==> src/rtl/preemptive_traffic_controller_if.sv <==
// Emergency-request port of the traffic controller: the decoder drives a road
// number with valid; the controller answers with ready and a bad-road pulse.
interface preemptive_traffic_controller_if #(
  parameter int NUM_ROADS = 4
);
  localparam int RW = $clog2(NUM_ROADS);

  logic          req_valid;
  logic [RW-1:0] req_road;
  logic          req_ready;
  logic          req_err;

  modport master (output req_valid, req_road, input  req_ready, req_err);
  modport slave  (input  req_valid, req_road, output req_ready, req_err);
endinterface

==> src/rtl/preemptive_traffic_controller.sv <==
// N-road traffic light sequencer with timed green/yellow/all-red phases and
// emergency preemption: save the interrupted road, serve the emergency road, resume.
module preemptive_traffic_controller #(
  parameter int NUM_ROADS     = 4,
  parameter int GREEN_CYCLES  = 8,
  parameter int YELLOW_CYCLES = 2,
  parameter int ALLRED_CYCLES = 1,
  parameter int EMERG_CYCLES  = 6,
  parameter int CNT_W         = 8
) (
  input  logic                          clk,
  input  logic                          reset_n,
  preemptive_traffic_controller_if.slave req,
  output logic [NUM_ROADS-1:0]          green,
  output logic [NUM_ROADS-1:0]          yellow,
  output logic                          emerg_active,
  output logic [15:0]                   preempt_count
);
  localparam int RW = $clog2(NUM_ROADS);
  localparam logic [RW-1:0]    LAST_ROAD = RW'(NUM_ROADS - 1);
  localparam logic [RW:0]      NR        = (RW+1)'(NUM_ROADS);
  localparam logic [CNT_W-1:0] T_GREEN   = CNT_W'(GREEN_CYCLES);
  localparam logic [CNT_W-1:0] T_YELLOW  = CNT_W'(YELLOW_CYCLES);
  localparam logic [CNT_W-1:0] T_ALLRED  = CNT_W'(ALLRED_CYCLES);
  localparam logic [CNT_W-1:0] T_EMERG   = CNT_W'(EMERG_CYCLES);

  typedef enum logic [2:0] {
    N_GREEN, N_YELLOW, N_ALLRED, E_CLEAR, E_ALLRED, E_GREEN, E_RECOVER, E_ALLRED2
  } state_t;

  state_t           state;
  logic [RW-1:0]    cur_road, saved_road, emerg_road, nxt_road;
  logic [CNT_W-1:0] timer;
  logic             accept, req_bad, expire;

  function automatic logic [NUM_ROADS-1:0] onehot(input logic [RW-1:0] r);
    onehot = NUM_ROADS'(1) << r;
  endfunction

  function automatic logic [15:0] sat_inc(input logic [15:0] c);
    sat_inc = (c == 16'hFFFF) ? c : c + 16'd1;
  endfunction

  always_comb begin
    accept   = req.req_valid & req.req_ready;
    req_bad  = {1'b0, req.req_road} >= NR;
    expire   = (timer == CNT_W'(1));
    nxt_road = (cur_road == LAST_ROAD) ? '0 : cur_road + RW'(1);
  end

  always_ff @(posedge clk or negedge reset_n) begin
    if (!reset_n) begin
      state         <= N_GREEN;
      cur_road      <= '0;
      saved_road    <= '0;
      emerg_road    <= '0;
      timer         <= T_GREEN;
      green         <= onehot(RW'(0));
      yellow        <= '0;
      req.req_ready <= 1'b1;
      req.req_err   <= 1'b0;
      emerg_active  <= 1'b0;
      preempt_count <= '0;
    end else begin
      timer       <= timer - CNT_W'(1);
      req.req_err <= accept & req_bad;
      if (accept && !req_bad) begin
        saved_road    <= cur_road;
        emerg_road    <= req.req_road;
        emerg_active  <= 1'b1;
        req.req_ready <= 1'b0;
        // Preemption wins over a same-cycle timer expiry; partly served
        // clearance phases continue with their remaining time.
        case (state)
          N_GREEN:
            if (req.req_road == cur_road) begin
              state <= E_GREEN;
              timer <= T_EMERG;
            end else begin
              state  <= E_CLEAR;
              timer  <= T_YELLOW;
              green  <= '0;
              yellow <= onehot(cur_road);
            end
          N_YELLOW:
            if (!expire) begin
              state <= E_CLEAR;
            end else begin
              state  <= E_ALLRED;
              timer  <= T_ALLRED;
              yellow <= '0;
            end
          default:
            if (!expire) begin
              state <= E_ALLRED;
            end else begin
              state <= E_GREEN;
              timer <= T_EMERG;
              green <= onehot(req.req_road);
            end
        endcase
      end else if (expire) begin
        case (state)
          N_GREEN: begin
            state  <= N_YELLOW;
            timer  <= T_YELLOW;
            green  <= '0;
            yellow <= onehot(cur_road);
          end
          N_YELLOW: begin
            state    <= N_ALLRED;
            timer    <= T_ALLRED;
            yellow   <= '0;
            cur_road <= nxt_road;
          end
          N_ALLRED: begin
            state <= N_GREEN;
            timer <= T_GREEN;
            green <= onehot(cur_road);
          end
          E_CLEAR: begin
            state  <= E_ALLRED;
            timer  <= T_ALLRED;
            yellow <= '0;
          end
          E_ALLRED: begin
            state <= E_GREEN;
            timer <= T_EMERG;
            green <= onehot(emerg_road);
          end
          E_GREEN: begin
            state  <= E_RECOVER;
            timer  <= T_YELLOW;
            green  <= '0;
            yellow <= onehot(emerg_road);
          end
          E_RECOVER: begin
            state  <= E_ALLRED2;
            timer  <= T_ALLRED;
            yellow <= '0;
          end
          E_ALLRED2: begin
            state         <= N_GREEN;
            timer         <= T_GREEN;
            green         <= onehot(saved_road);
            cur_road      <= saved_road;
            emerg_active  <= 1'b0;
            preempt_count <= sat_inc(preempt_count);
            req.req_ready <= 1'b1;
          end
          default: begin
            state         <= N_GREEN;
            cur_road      <= '0;
            timer         <= T_GREEN;
            green         <= onehot(RW'(0));
            yellow        <= '0;
            req.req_ready <= 1'b1;
            emerg_active  <= 1'b0;
          end
        endcase
      end
    end
  end
endmodule

==> src/flat_wrapper.sv <==
// flat-port wrapper written by rule: the top's interface ports become plain ports
module preemptive_traffic_controller_flat 
#(
  parameter int NUM_ROADS     = 4,
  parameter int GREEN_CYCLES  = 8,
  parameter int YELLOW_CYCLES = 2,
  parameter int ALLRED_CYCLES = 1,
  parameter int EMERG_CYCLES  = 6,
  parameter int CNT_W         = 8
)
  (clk, reset_n, green, yellow, emerg_active, preempt_count, req_req_valid, req_req_road, req_req_ready, req_req_err);
  preemptive_traffic_controller_if #(.NUM_ROADS(NUM_ROADS)) req_i ();
  input  logic clk;
  input  logic reset_n;
  output logic [NUM_ROADS-1:0] green;
  output logic [NUM_ROADS-1:0] yellow;
  output logic emerg_active;
  output logic [15:0] preempt_count;
  input wire logic [$bits(req_i.req_valid)-1:0] req_req_valid;
  input wire logic [$bits(req_i.req_road)-1:0] req_req_road;
  output wire logic [$bits(req_i.req_ready)-1:0] req_req_ready;
  output wire logic [$bits(req_i.req_err)-1:0] req_req_err;
  assign req_i.req_valid = req_req_valid;
  assign req_i.req_road = req_req_road;
  assign req_req_ready = req_i.req_ready;
  assign req_req_err = req_i.req_err;
  preemptive_traffic_controller #(.NUM_ROADS(NUM_ROADS), .GREEN_CYCLES(GREEN_CYCLES), .YELLOW_CYCLES(YELLOW_CYCLES), .ALLRED_CYCLES(ALLRED_CYCLES), .EMERG_CYCLES(EMERG_CYCLES), .CNT_W(CNT_W)) u_core (.clk(clk), .reset_n(reset_n), .req(req_i), .green(green), .yellow(yellow), .emerg_active(emerg_active), .preempt_count(preempt_count));
endmodule
==> config.mk <==
export PLATFORM = sky130hd
export DESIGN_NAME = preemptive_traffic_controller_flat
export DESIGN_NICKNAME = d
export VERILOG_FILES = /design/src/rtl/preemptive_traffic_controller_if.sv /design/src/rtl/preemptive_traffic_controller.sv /design/src/flat_wrapper.sv
export SDC_FILE = /design/constraint.sdc
export NUM_CORES = 1
export LEC_CHECK = 0
export BUFFER_PORTS_ARGS = -buffer_cell sky130_fd_sc_hd__buf_2
export CORE_ASPECT_RATIO = 0.5
export CORE_MARGIN = 1
export CORE_UTILIZATION = 40
export CTS_CLUSTER_DIAMETER = 150
export DETAILED_ROUTE_END_ITERATION = 16
export PLACE_DENSITY = 0.67
export SYNTH_ARGS = -nofsm -noshare
export SYNTH_HDL_FRONTEND = slang
export SYNTH_SLANG_ARGS = --single-unit
==> constraint.sdc <==
create_clock -name clk -period 3.5 [get_ports clk]
set_clock_uncertainty 0.1 [all_clocks]
set_input_delay 0.175 -clock clk [delete_from_list [all_inputs] [get_ports clk]]
set_output_delay 0.175 -clock clk [all_outputs]
set_load 0.05 [all_outputs]
Yosys cells after proc, flatten, opt, wreduce, memory -nomap -nowiden:

Index checks and enable logic that the tools add are counted.

* word-level logic and storage cells: 84
* memories kept: 0
* bits in writable memories: 0
* register bits: 43
* bits in latches: 0
* output and inout port bits: 27
* memory bits (read-only): 0
* input port bits: 5

* order comparisons: 0
* muxes and demuxes: 34
* reductions and logical operators: 15
* $add $sub $neg: 3
* eq/ne operators: 15
* bitwise operators: 3
* div/mod/pow operators: 0
* $mul: 0
* shift-type cells: 4

Operator list (number)
* 2-to-1 mux 4 bit: 8
* 2-to-1 mux 8 bit: 4
* one-hot mux 8 bit (4 select lines): 1
* one-hot mux 3 bit (7 select lines): 1
* adder 16 x 1 -> 16 bit (second input constant): 1
* == test 16 bit (second input constant): 1
* one-hot mux 4 bit (2 select lines): 2
* one-hot mux 4 bit (4 select lines): 1
* one-hot mux 8 bit (2 select lines): 1
* << shifter 1 x 2 -> 4 bit (first input constant): 4
* 2-to-1 mux 3 bit: 5
* == test 3 bit (second input constant): 4
* one-hot mux 4 bit (3 select lines): 1
* AND reduction 5 bit: 2
* == test 8 x 1 -> 1 bit (second input constant): 1
* nonzero test 2 bit: 4
* subtractor 8 x 1 -> 8 bit (second input constant): 1
* 2-to-1 mux 1 bit: 7
* == test 3 x 2 -> 1 bit (second input constant): 2
* inequality test 3 bit (second input constant): 2
* one-hot mux 3 bit (2 select lines): 1
* nonzero test 5 bit: 1
* one-hot mux 2 bit (2 select lines): 1
* AND reduction 4 bit: 1
* 15 further kinds: 17

Depth between registers and ports, before layout:

Gate-level depths: netlist (run 1).

* depth after elaboration: 5
* mapped depth: 8

Least setup slack after synthesis (run 1):

Ideal clock, no wire load.

* kind: register -> register
* start: reg u_core.preempt_count[2]
* end: reg u_core.preempt_count[1]
* stages on the path, launching flop included: 5
* arrival: 1.748 ns
* path slack: 1.524 ns
* buffers on the path: 0
* setup time: 0.128 ns
* required time: 3.272 ns
* path through: dfrtp_1 and4_1 and3_1 a31oi_4 mux2_1

* longest elaborated chain between the ends: 3

Ends and longest elaborated chain
* start, declared: RTL line preemptive_traffic_controller.sv:17 `output logic [15:0] preempt_count`
* start signal, assigned: RTL line preemptive_traffic_controller.sv:148 `preempt_count <= sat_inc(preempt_count);`
* == test 16 bit: RTL line preemptive_traffic_controller.sv:41 `sat_inc = (c == 16'hFFFF) ? c : c + 16'd1;`
* NOT 1 bit (no line)
* AND reduction 4 bit (no line)

No other way between the ends.
A chain may end at the register's enable or synchronous reset.

Final worst setup path (run 1):

* start: reg u_core.state[0]
* end: reg u_core.preempt_count[1]

* longest elaborated chain between the ends: 2

Ends and longest elaborated chain
* start, declared: RTL line preemptive_traffic_controller.sv:31 `state_t state;`
* start signal, assigned: RTL line preemptive_traffic_controller.sv:53 `state <= N_GREEN;`
* start signal, assigned: RTL line preemptive_traffic_controller.sv:77 `state <= E_GREEN;`
* start signal, assigned: RTL line preemptive_traffic_controller.sv:80 `state <= E_CLEAR;`
* == test 3 bit: RTL line preemptive_traffic_controller.sv:103 `case (state)`
* AND reduction 4 bit (no line)

No other way between the ends.

==> flow_metrics.py, run 1 <==
metrics = {
    "outcome": {
        "status": "finished, final reports clean",
    },
    "grt": {
        "grt-ovfl-total": 0,
        "track_usage_pct": 18.0,
        "grt_pass1_wl_mm": 9.43,
        "antenna_found_initial": 0,
        "grt_start_max_net_pins": 44,
        "grt_pass1_vias": 1877,
    },
    "drt": {
        "antenna_left": 0,
        "drt_iter0_drc": 92,
        "wl_per_cell_um": 14.8,
        "routed_wl_mm": 5.73,
        "viasPerCell": 5.61,
        "firstDrtPassIters": 4,
        "via_count": 2165,
        "drcViolationCount": 0,
    },
    "yosys": {
        "synth_cell_types": 62,
        "avgSynthCellArea_um2": 9.63,
        "yosysSeqAreaShare_pct": 40.9,
        "yosys.area.top_type": "dfrtp_1",
        "yosysWarnings": 0,
        "netlist_instances": 274,
        "synth_most_common_cell": "dfrtp_1",
        "syn-cell-area_um2": 2640,
        "ys_ff_latch": 43,
        "synth_edf_count": 0,
        "async_reset_ff_share_pct": 100,
        "synth_top_area_share_pct": 37.9,
        "yosys-top-cells-count": "dfrtp_1 (40), nand2_1 (25), nor2_1 (20)",
        "synth_nets": 286,
        "synthTopCellsByArea": "dfrtp_1 (38%), xnor2_1 (3.7%), nand2_1 (3.6%)",
        "synth_ff_type": "dfrtp_1",
    },
    "critical_path": {
        "worst-setup-path-type": "reg2reg",
        "reg2reg_depth": 4,
        "crit_required_ns": 3.57,
        "crit_slowest_cell": "dfrtp_1",
        "cp_max_fo": 23,
        "worst-endpoint-arrival_ns": 2.34,
        "cp.depth": 4,
        "crit_buf_inv": 0,
        "critPathTopFamily": "compound AO/OA/AOI/OAI gates",
        "path_cells": "a21boi_2, nand4_4, a31oi_4, mux2_1",
        "end_kind": "register",
        "max_stage_delay_ns": 0.75,
        "startpoint_type": "register",
    },
    "clock_tree": {
        "clock_sinks": 43,
        "ctsHoldBuffers": 1,
        "clk_path_buf_depth": 2,
        "postCtsSetupBuffers": 0,
        "clk_latency_ns": 0.28,
        "cts_resized": 0,
        "cts-root-buf": "clkbuf_16",
        "cts_tree": "built",
        "h-tree-depth": 2,
        "path_clk_slew_ns": 0.06,
        "numCtsBuffers": 5,
    },
    "floorplan": {
        "io-pin-count": 32,
        "die_h_um": 59.4,
        "fp.dieW_um": 117,
        "design.core.area_um2": 6210,
        "initial_core_util_pct": 42.5,
        "dieArea_um2": 6950,
        "rows": 20,
    },
    "timing": {
        "setup_tns_ns": 0,
        "finalSetupViolCount": 0,
        "tightest_slew_ns": 0.978,
        "hold_viol_final": 0,
        "grt_setup_unrepaired": "false",
        "maxSlewViolCount": 0,
        "maxSlewHeadroom_pct": 34.8,
        "finalCritPeriodShare_pct": 65.0,
        "fmax_mhz": 440,
        "final.min_clock_period_ns": 2.27,
    },
    "cells_and_area": {
        "antennaDiodeCount": 0,
        "drive_gt1_share_pct": 18.8,
        "utilization_pct": 47.8,
        "nNetsFinal": 309,
        "seqCellArea_um2": 1080,
        "syn_to_final_growth_pct": 12.5,
        "multi_input_area_um2": 1430,
        "n_fill_cell": 588,
    },
    "placed_design": {
        "gp_congestion": 0.895,
        "dp_hpwl_mm": 4.09,
        "io_buffers": 30,
    },
    "pwr": {
        "p_seq_share_pct": 41.5,
        "clockPowerShare_pct": 26.8,
        "p_switching_uw": 646,
        "internal_power_uw": 1080,
        "power.leakage_uw": 0.00135,
        "p_comb_share_pct": 31.7,
        "powerDensity_nw_per_um2": 581,
        "ir_drop_uv": 176,
        "swShare_pct": 37.4,
    },
    "run": {
        "max-cap-violations": 0,
    },
    "min_path": {
        "hold_depth": 2,
        "hold_class": "in2reg",
    },
}
cell usage in the layout (no fill, tap or decap), drive strengths merged, types with 3 or more instances in the layout:
cell type,count
inv,10
dfrtp,40
a31oi,6
ha,7
nand3,11
and2,4
xor2,9
xnor2,11
nand2,26
a21oi,10
o31ai,3
o32ai,3
o21a,3
a221oi,3
buf,30
mux2,8
clkbuf,7
and4,4
mux2i,3
a211oi,3
dfstp,3
o21ai,18
nand4,6
o22ai,6
nor3,6
nor2,20
nand2b,4
nor2b,4
and3,5
cell type report:
type	instances	area share (%)
well taps	88	3.71
flip-flops and latches	43	36.4
clock inverters	1	0.169
multi-input cells	206	48.3
inverters	10	1.26
repair buffers	31	5.39
clock buffers	7	4.80
sequential cells by signal (all words and copies together), names as in the netlist:
signal and flops:
u_core.yellow 4, u_core.cur_road 2, u_core.green 4, u_core.timer 8, u_core.emerg_road 2, u_core.saved_road 2, u_core.emerg_active 1, u_core.req.req_ready 1
u_core.preempt_count 16, u_core.state 3
through the flow:
step	hold slack (ns)	setup WS (ns)	cells	total power, µW	cell area (µm²)
final	0.00753	1.23	386	1730	2970
after global routing	0.0215	1.06	386	1840	2970
after CTS	0.00231	1.24	386	1740	2970
after detailed placement	0.293	1.26	377	1270	2810
after global placement	0.272	1.26	377	1260	2810
after floorplan	-0.221	1.52	274	1140	2640
path summary, 6_finish.rpt:
| check | start | to | slack [ns] |
|---|---|---|---|
| min reg2reg | u_core.yellow[3] | u_core.yellow[3] | 0.37 |
| max reg2reg | u_core.state[0] | u_core.preempt_count[1] | 1.23 |
| min | req_req_valid | u_core.req.req_ready | 0.008 |
| max | u_core.state[0] | u_core.preempt_count[1] | 1.23 |
| min in group asynchronous | reset_n | u_core.preempt_count[3] | 0.48 |
| max in group asynchronous | reset_n | u_core.emerg_road[1] | 2.20 |
power groups by stage:
stage | logic (µW) | registers [µW] | clock network [µW]
6_report | 548 | 716 | 462
5_1_grt | 600 | 735 | 507
4_1_cts | 551 | 714 | 474
3_5_place_dp | 546 | 722 | 0
3_3_place_gp | 537 | 718 | 0
2_1_floorplan | 369 | 769 | 0
metal layers:
layer | wire [µm] | GRT usage [%] | share of wire (%)
met5 | 0 | 0 | 0
met4 | 51 | 4.88 | 0.89
met3 | 335 | 4.40 | 5.8
met2 | 2480 | 26.8 | 43
met1 | 2860 | 26.2 | 50
worst register-to-register path, cell delays in order (launching register included):
cell      delay, ns
dfrtp_1        0.75
a21boi_2       0.48
nand4_4        0.19
a31oi_4        0.30
mux2_1         0.34
kinds of logic after synthesis:
| group | Yosys count | share of synthesized area, % |
|---|---|---|
| adders and majority gates | 8 | 3.75 |
| buffers and inverters | 25 | 4.74 |
| other | 1 | 0.142 |
| and+or+nand+nor | 100 | 21.0 |
| xor gates and xnor gates | 20 | 6.64 |
| muxes | 11 | 4.84 |
| AOI/OAI and AO/OA | 66 | 18.0 |
| DFF | 43 | 40.9 |
Note: power is estimated with default switching activity, not from simulation.
==> run 2: changes to the inputs <==
Settings changed: ABC_AREA from default to 1.
Clock period 3.5 ns to 2.24 ns, I/O delays scaled along.
==> flow_metrics.py, run 2 <==
metrics = {
    "outcome": {
        "status": "finished, final reports clean",
    },
    "cells_and_area": {
        "largest-register": "u_core.preempt_count",
        "final_cell_mix": "nand2_1 (173), dfrtp_1 (40), inv_1 (38), nor2_1 (38), nand3_1 (35)",
        "layout_commonest_cell": "nand2_1",
        "utilization_pct": 48.4,
        "largest_reg_flops": 16,
        "drive_gt1_share_pct": 15.9,
        "antennaDiodeCount": 0,
        "syn_to_final_growth_pct": 14.3,
        "nNetsFinal": 464,
        "reg_top3": "u_core.preempt_count x16, u_core.timer x8",
    },
    "drt": {
        "viasPerCell": 4.77,
        "drcViolationCount": 0,
        "wl_per_cell_um": 11.5,
        "routed_wl_mm": 6.28,
        "via_count": 2598,
        "firstDrtPassIters": 4,
        "antenna_left": 0,
        "drt_iter0_drc": 163,
    },
    "yosys": {
        "synth_ff_type": "dfrtp_1",
        "async_reset_ff_share_pct": 100,
        "yosys.area.top_type": "dfrtp_1",
        "avgSynthCellArea_um2": 6.93,
        "synth_most_common_cell": "nand2_1",
        "yosys-top-cells-count": "nand2_1 (173), dfrtp_1 (40), inv_1 (38), nor2_1 (38), nand3_1 (35)",
        "synthTopCellsByArea": "dfrtp_1 (35%), nand2_1 (22%), nand3_1 (6.1%)",
        "synth_edf_count": 0,
        "ys_ff_latch": 43,
        "synth_cell_types": 30,
        "synth_top_area_share_pct": 34.6,
        "yosysSeqAreaShare_pct": 37.3,
        "syn-cell-area_um2": 2900,
        "netlist_instances": 418,
        "yosysWarnings": 0,
        "synth_nets": 430,
    },
    "timing": {
        "final.min_clock_period_ns": 1.89,
        "maxSlewViolCount": 0,
        "hold_viol_final": 0,
        "grt_setup_unrepaired": "false",
        "setup_tns_ns": 0,
        "finalSetupViolCount": 0,
        "fmax_mhz": 530,
        "finalCritPeriodShare_pct": 84.2,
    },
    "pwr": {
        "power.leakage_uw": 0.00177,
        "ir_drop_uv": 355,
        "finalPower_uw": 3450,
        "powerDensity_nw_per_um2": 1040,
    },
    "grt": {
        "grt_pass1_vias": 2469,
        "grt_start_max_net_pins": 29,
        "grt-ovfl-total": 0,
        "antenna_found_initial": 0,
        "grt_pass1_wl_mm": 11.4,
        "track_usage_pct": 18.9,
    },
    "critical_path": {
        "regToRegStartpoint": "u_core.timer[1]",
        "worst-setup-path-type": "reg2reg",
        "path_cells": "inv_1, ha_1, nand2_1, nor2_1, nand2_1, nor3_1, o21ai_0",
        "startpoint_type": "register",
        "max_stage_delay_ns": 0.41,
        "cp_max_fo": 8,
        "crit_required_ns": 2.30,
        "path_common_cell": "nand2_1",
        "r2r_end": "u_core.cur_road[1]",
        "reg2reg_depth": 7,
        "reg2reg_slack_ns": 0.35,
        "crit_slowest_cell": "nor3_1",
        "end_kind": "register",
        "worst-endpoint-arrival_ns": 1.94,
    },
    "clock_tree": {
        "clk_latency_ns": 0.29,
        "clock_sinks": 43,
        "cts-root-buf": "clkbuf_16",
        "path_clk_slew_ns": 0.06,
        "numCtsBuffers": 5,
        "clk_path_buf_depth": 2,
        "h-tree-depth": 2,
        "postCtsSetupBuffers": 0,
        "cts_resized": 0,
        "cts_tree": "built",
        "ctsHoldBuffers": 1,
    },
    "placed_design": {
        "io_buffers": 30,
        "dp_hpwl_mm": 4.88,
        "gp_congestion": 0.852,
    },
    "min_path": {
        "hold_class": "in2reg",
        "hold_depth": 3,
        "whs_endpoint": "u_core.emerg_road[0]",
        "hp-start": "req_req_road[0]",
    },
    "floorplan": {
        "dieArea_um2": 7600,
        "io-pin-count": 32,
        "initial_core_util_pct": 42.4,
        "design.core.area_um2": 6830,
        "fp.dieW_um": 122,
        "rows": 21,
        "die_h_um": 62.2,
    },
    "run": {
        "max-cap-violations": 0,
    },
}
[run 2: cell types whose count changed in the layout (fill, tap and decap cells not counted), moves of 5 or more]
| cell | before | now |
|---|---|---|
| a21oi_1 | 10 | 2 |
| and3_1 | 5 | 0 |
| inv_1 | 10 | 38 |
| inv_2 | 0 | 5 |
| mux2_1 | 5 | 0 |
| nand2_1 | 25 | 173 |
| nand2_2 | 1 | 6 |
| nand3_1 | 11 | 35 |
| nor2_1 | 20 | 38 |
| nor2_4 | 0 | 5 |
| o22ai_1 | 5 | 0 |
[run 2: critical path: cells and delay by family (launching register included)]
family / cells / cell delay [ns]
buffers and inverters: 1 / 0.09
and+or+nand+nor: 4 / 0.90
AOI/OAI and AO/OA: 1 / 0.15
DFF: 1 / 0.36
adders and majority gates: 1 / 0.15
[run 2: layout make-up]
type	instances	area, µm²
tap	92	115
clock inverter	1	7.51
fill	704	3520
clock buffer	7	153
inverter	44	168
timing repair buffer	34	183
sequential	43	1080
multi-input combinational	324	1600
[run 2: per-layer routing]
layer | vias to the layer above | wire length (µm) | global-route usage [%]
met1 | 1188 | 3190 | 25.8
met5 | - | 0 | 0
met4 | 0 | 74 | 6.71
li1 | 1360 | - | -
met3 | 6 | 193 | 3.86
met2 | 44 | 2820 | 29.6
[run 2: metrics by stage]
step	instance area, µm²	hold WS [ns]	worst slack, ns	std cells
floorplan	2900	-0.284	0.226	418
global placement	3140	-0.0464	0.384	536
detailed placement	3140	-0.0456	0.351	536
CTS	3310	0.0908	0.324	545
global route	3310	0.128	0.101	545
finish	3310	0.0932	0.355	545
[run 2: worst max path at each step]
stage	start	to	slack, ns	cells past startpoint
2_1_floorplan	u_core.preempt_count[0]	u_core.preempt_count[0]	0.23	11
3_3_place_gp	u_core.preempt_count[0]	u_core.preempt_count[3]	0.38	10
3_5_place_dp	u_core.timer[1]	u_core.cur_road[1]	0.35	7
4_1_cts	u_core.timer[1]	u_core.cur_road[1]	0.32	7
5_1_grt	u_core.timer[1]	u_core.cur_road[1]	0.10	7
6_report	u_core.timer[1]	u_core.cur_road[1]	0.35	7
[run 2: kinds of logic (layout without fill, tap and decap cells)]
family	after synthesis	after routing	synth area share, %
AOI/OAI and AO/OA	24	24	4.41
xor gates and xnor gates	18	18	5.45
adders and majority gates	7	7	3.02
buffers and inverters	51	86	7.35
DFF	43	43	37.3
other	1	1	0.130
and+or+nand+nor	274	274	42.4
[run 2: where the power goes]
part	internal, µW	leakage, µW	switching, µW
logic	479	0.00114	1020
clock network	474	0.0000761	315
registers	981	0.000558	174
total	1930	0.00177	1510
==> run 3: changes to the inputs <==
Settings changed: ABC_AREA 1 to 0.
Clock period 2.24 ns to 1.8 ns, I/O delays scaled along.
==> flow_metrics.py, run 3 (same netlist as run 1, synthesis figures left out) <==
metrics = {
    "cells_and_area": {
        "largest_reg_flops": 16,
        "reg_top3": "u_core.preempt_count x16, u_core.timer x8",
        "final_cell_mix": "buf_4 (59), buf_2 (30), dfrtp_1 (24)",
        "antennaDiodeCount": 0,
        "syn_to_final_growth_pct": 42.9,
        "final_area_um2": 3770,
        "finalNonFillerCells": 453,
        "n_fill_cell": 520,
        "layout_commonest_cell": "buf_4",
        "largest-register": "u_core.preempt_count",
        "nNetsFinal": 376,
        "drive_gt1_share_pct": 48.8,
    },
    "floorplan": {
        "die_h_um": 59.4,
        "dieArea_um2": 6950,
        "rows": 20,
        "initial_core_util_pct": 42.5,
        "fp.dieW_um": 117,
        "io-pin-count": 32,
        "design.core.area_um2": 6210,
    },
    "grt": {
        "grt_pass1_vias": 2352,
        "track_usage_pct": 21.4,
        "grt-ovfl-total": 0,
        "grt_start_max_net_pins": 44,
        "antenna_found_initial": 0,
        "grt_pass1_wl_mm": 11.2,
    },
    "clock_tree": {
        "cts_tree": "built",
        "cts-root-buf": "clkbuf_16",
        "clk_latency_ns": 0.29,
        "clk_path_buf_depth": 2,
        "path_clk_slew_ns": 0.06,
        "clock_sinks": 43,
        "numCtsBuffers": 5,
        "h-tree-depth": 2,
    },
    "critical_path": {
        "crit_slowest_cell": "dfrtp_1",
        "worst-endpoint-arrival_ns": 1.96,
        "reg2reg_depth": 6,
        "cp_max_fo": 6,
        "r2r_end": "u_core.green[3]",
        "end_kind": "register",
        "path_cells": "nor4_4, buf_4, and2_4, nand2_4, o22ai_4, mux2_4",
        "reg2reg_slack_ns": -0.09,
        "regToRegStartpoint": "u_core.timer[2]",
        "worst-setup-path-type": "reg2reg",
        "startpoint_type": "register",
        "max_stage_delay_ns": 0.42,
        "crit_required_ns": 1.87,
    },
    "drt": {
        "drt_iter0_drc": 179,
        "viasPerCell": 5.46,
        "via_count": 2472,
        "wl_per_cell_um": 16.0,
        "routed_wl_mm": 7.24,
        "drcViolationCount": 0,
        "firstDrtPassIters": 5,
        "antenna_left": 0,
    },
    "min_path": {
        "hold_class": "in2reg",
        "whs_endpoint": "u_core.emerg_road[1]",
        "hold_depth": 3,
        "hp-start": "req_req_road[1]",
    },
    "run": {
        "max-cap-violations": 0,
    },
    "pwr": {
        "p_switching_uw": 1530,
        "p_seq_share_pct": 34.0,
        "power.leakage_uw": 0.00168,
        "internal_power_uw": 2500,
        "finalPower_uw": 4030,
        "swShare_pct": 38.0,
        "ir_drop_uv": 385,
        "powerDensity_nw_per_um2": 1070,
        "clockPowerShare_pct": 22.0,
        "p_comb_share_pct": 44.0,
    },
    "placed_design": {
        "gp_congestion": 0.865,
        "io_buffers": 30,
        "dpl_cell_area_um2": 3260,
        "dp_cells": 431,
        "dp_hpwl_mm": 4.82,
        "pre_cts_ws_ns": -0.179,
    },
    "outcome": {
        "violations": "setup timing",
        "status": "complete, but fails checks",
    },
    "timing": {
        "setup_tns_ns": -0.751,
        "finalCritPeriodShare_pct": 105,
        "grt_setup_unrepaired": "true",
        "finalSetupViolCount": 21,
        "maxSlewViolCount": 0,
        "fmax_mhz": 529,
        "fin_ws_ns": -0.0910,
        "hold_viol_final": 0,
        "final.min_clock_period_ns": 1.89,
    },
}
-- run 3: cell types whose count changed in the layout (fill, tap and decap cells not counted), sizes merged, moves of 8 or more --
cell,change
a21oi,+8
buf,+62
inv,-34
mux2,+8
nand2,-156
nand3,-28
nor2,-26
-- run 3: metal layers --
metal	part of all wire, %	GRT usage [%]	vias up
li1	-	-	1174
met1	46	28.2	1215
met2	48	35.4	73
met3	5.0	4.70	10
met4	1.2	6.51	0
met5	0	0	-
-- run 3: layout make-up --
type / instances / area, µm² / area share (%)
Tap cell: 88 / 110 / 2.92
Multi-Input combinational cell: 206 / 1680 / 44.6
Clock inverter: 2 / 12.5 / 0.332
Sequential cell: 43 / 1100 / 29.2
Inverter: 10 / 37.5 / 0.996
Clock buffer: 6 / 129 / 3.42
Timing Repair Buffer: 98 / 699 / 18.6
-- run 3: repair_timing --
| action | 4_1_cts | 5_1_grt |
|---|---|---|
| pin swaps | 8 | 23 |
| buffers inserted | 6 | 6 |
| hold endpoints to repair | 45 | 0 |
| resized for setup | 22 | 38 |
| setup endpoints to repair | 27 | 35 |
| hold buffers | 3 | 0 |
-- run 3: worst max path at each step --
stage                    startpoint                 endpoint  slack [ns]  cells after the start
2_1_floorplan  u_core.req.req_ready         u_core.yellow[1]       -0.14                      7
3_3_place_gp   u_core.req.req_ready          u_core.green[1]       -0.12                      5
3_5_place_dp        u_core.state[0]  u_core.preempt_count[1]       -0.18                      4
4_1_cts             u_core.timer[1]          u_core.green[3]       -0.09                      7
5_1_grt             u_core.timer[1]  u_core.preempt_count[4]       -0.15                      7
6_report            u_core.timer[2]          u_core.green[3]       -0.09                      6
-- run 3: metrics by stage --
step           util (%)  hold slack (ns)
2_1_floorplan         -           -0.306
3_3_place_gp       52.5          -0.0198
3_5_place_dp       52.5          -0.0111
4_1_cts            57.2           0.0409
5_1_grt            60.7            0.109
6_report           60.7           0.0577
-- run 3: power by group through the flow --
stage | registers [µW] | clock network [µW] | logic, µW
after floorplan | 1500 | 0 | 731
after global placement | 1340 | 0 | 1370
after detailed placement | 1340 | 0 | 1400
after CTS | 1340 | 910 | 1550
after global routing | 1390 | 960 | 1890
final | 1370 | 887 | 1770
-- run 3: worst max-delay path, delay by kind of cell (launching register included) --
family                 cells  cell delay [ns]
AO/OA/AOI/OAI              1             0.21
flip-flops                 1             0.42
buffers and inverters      1             0.20
AND/OR/NAND/NOR            3             0.51
multiplexers               1             0.33
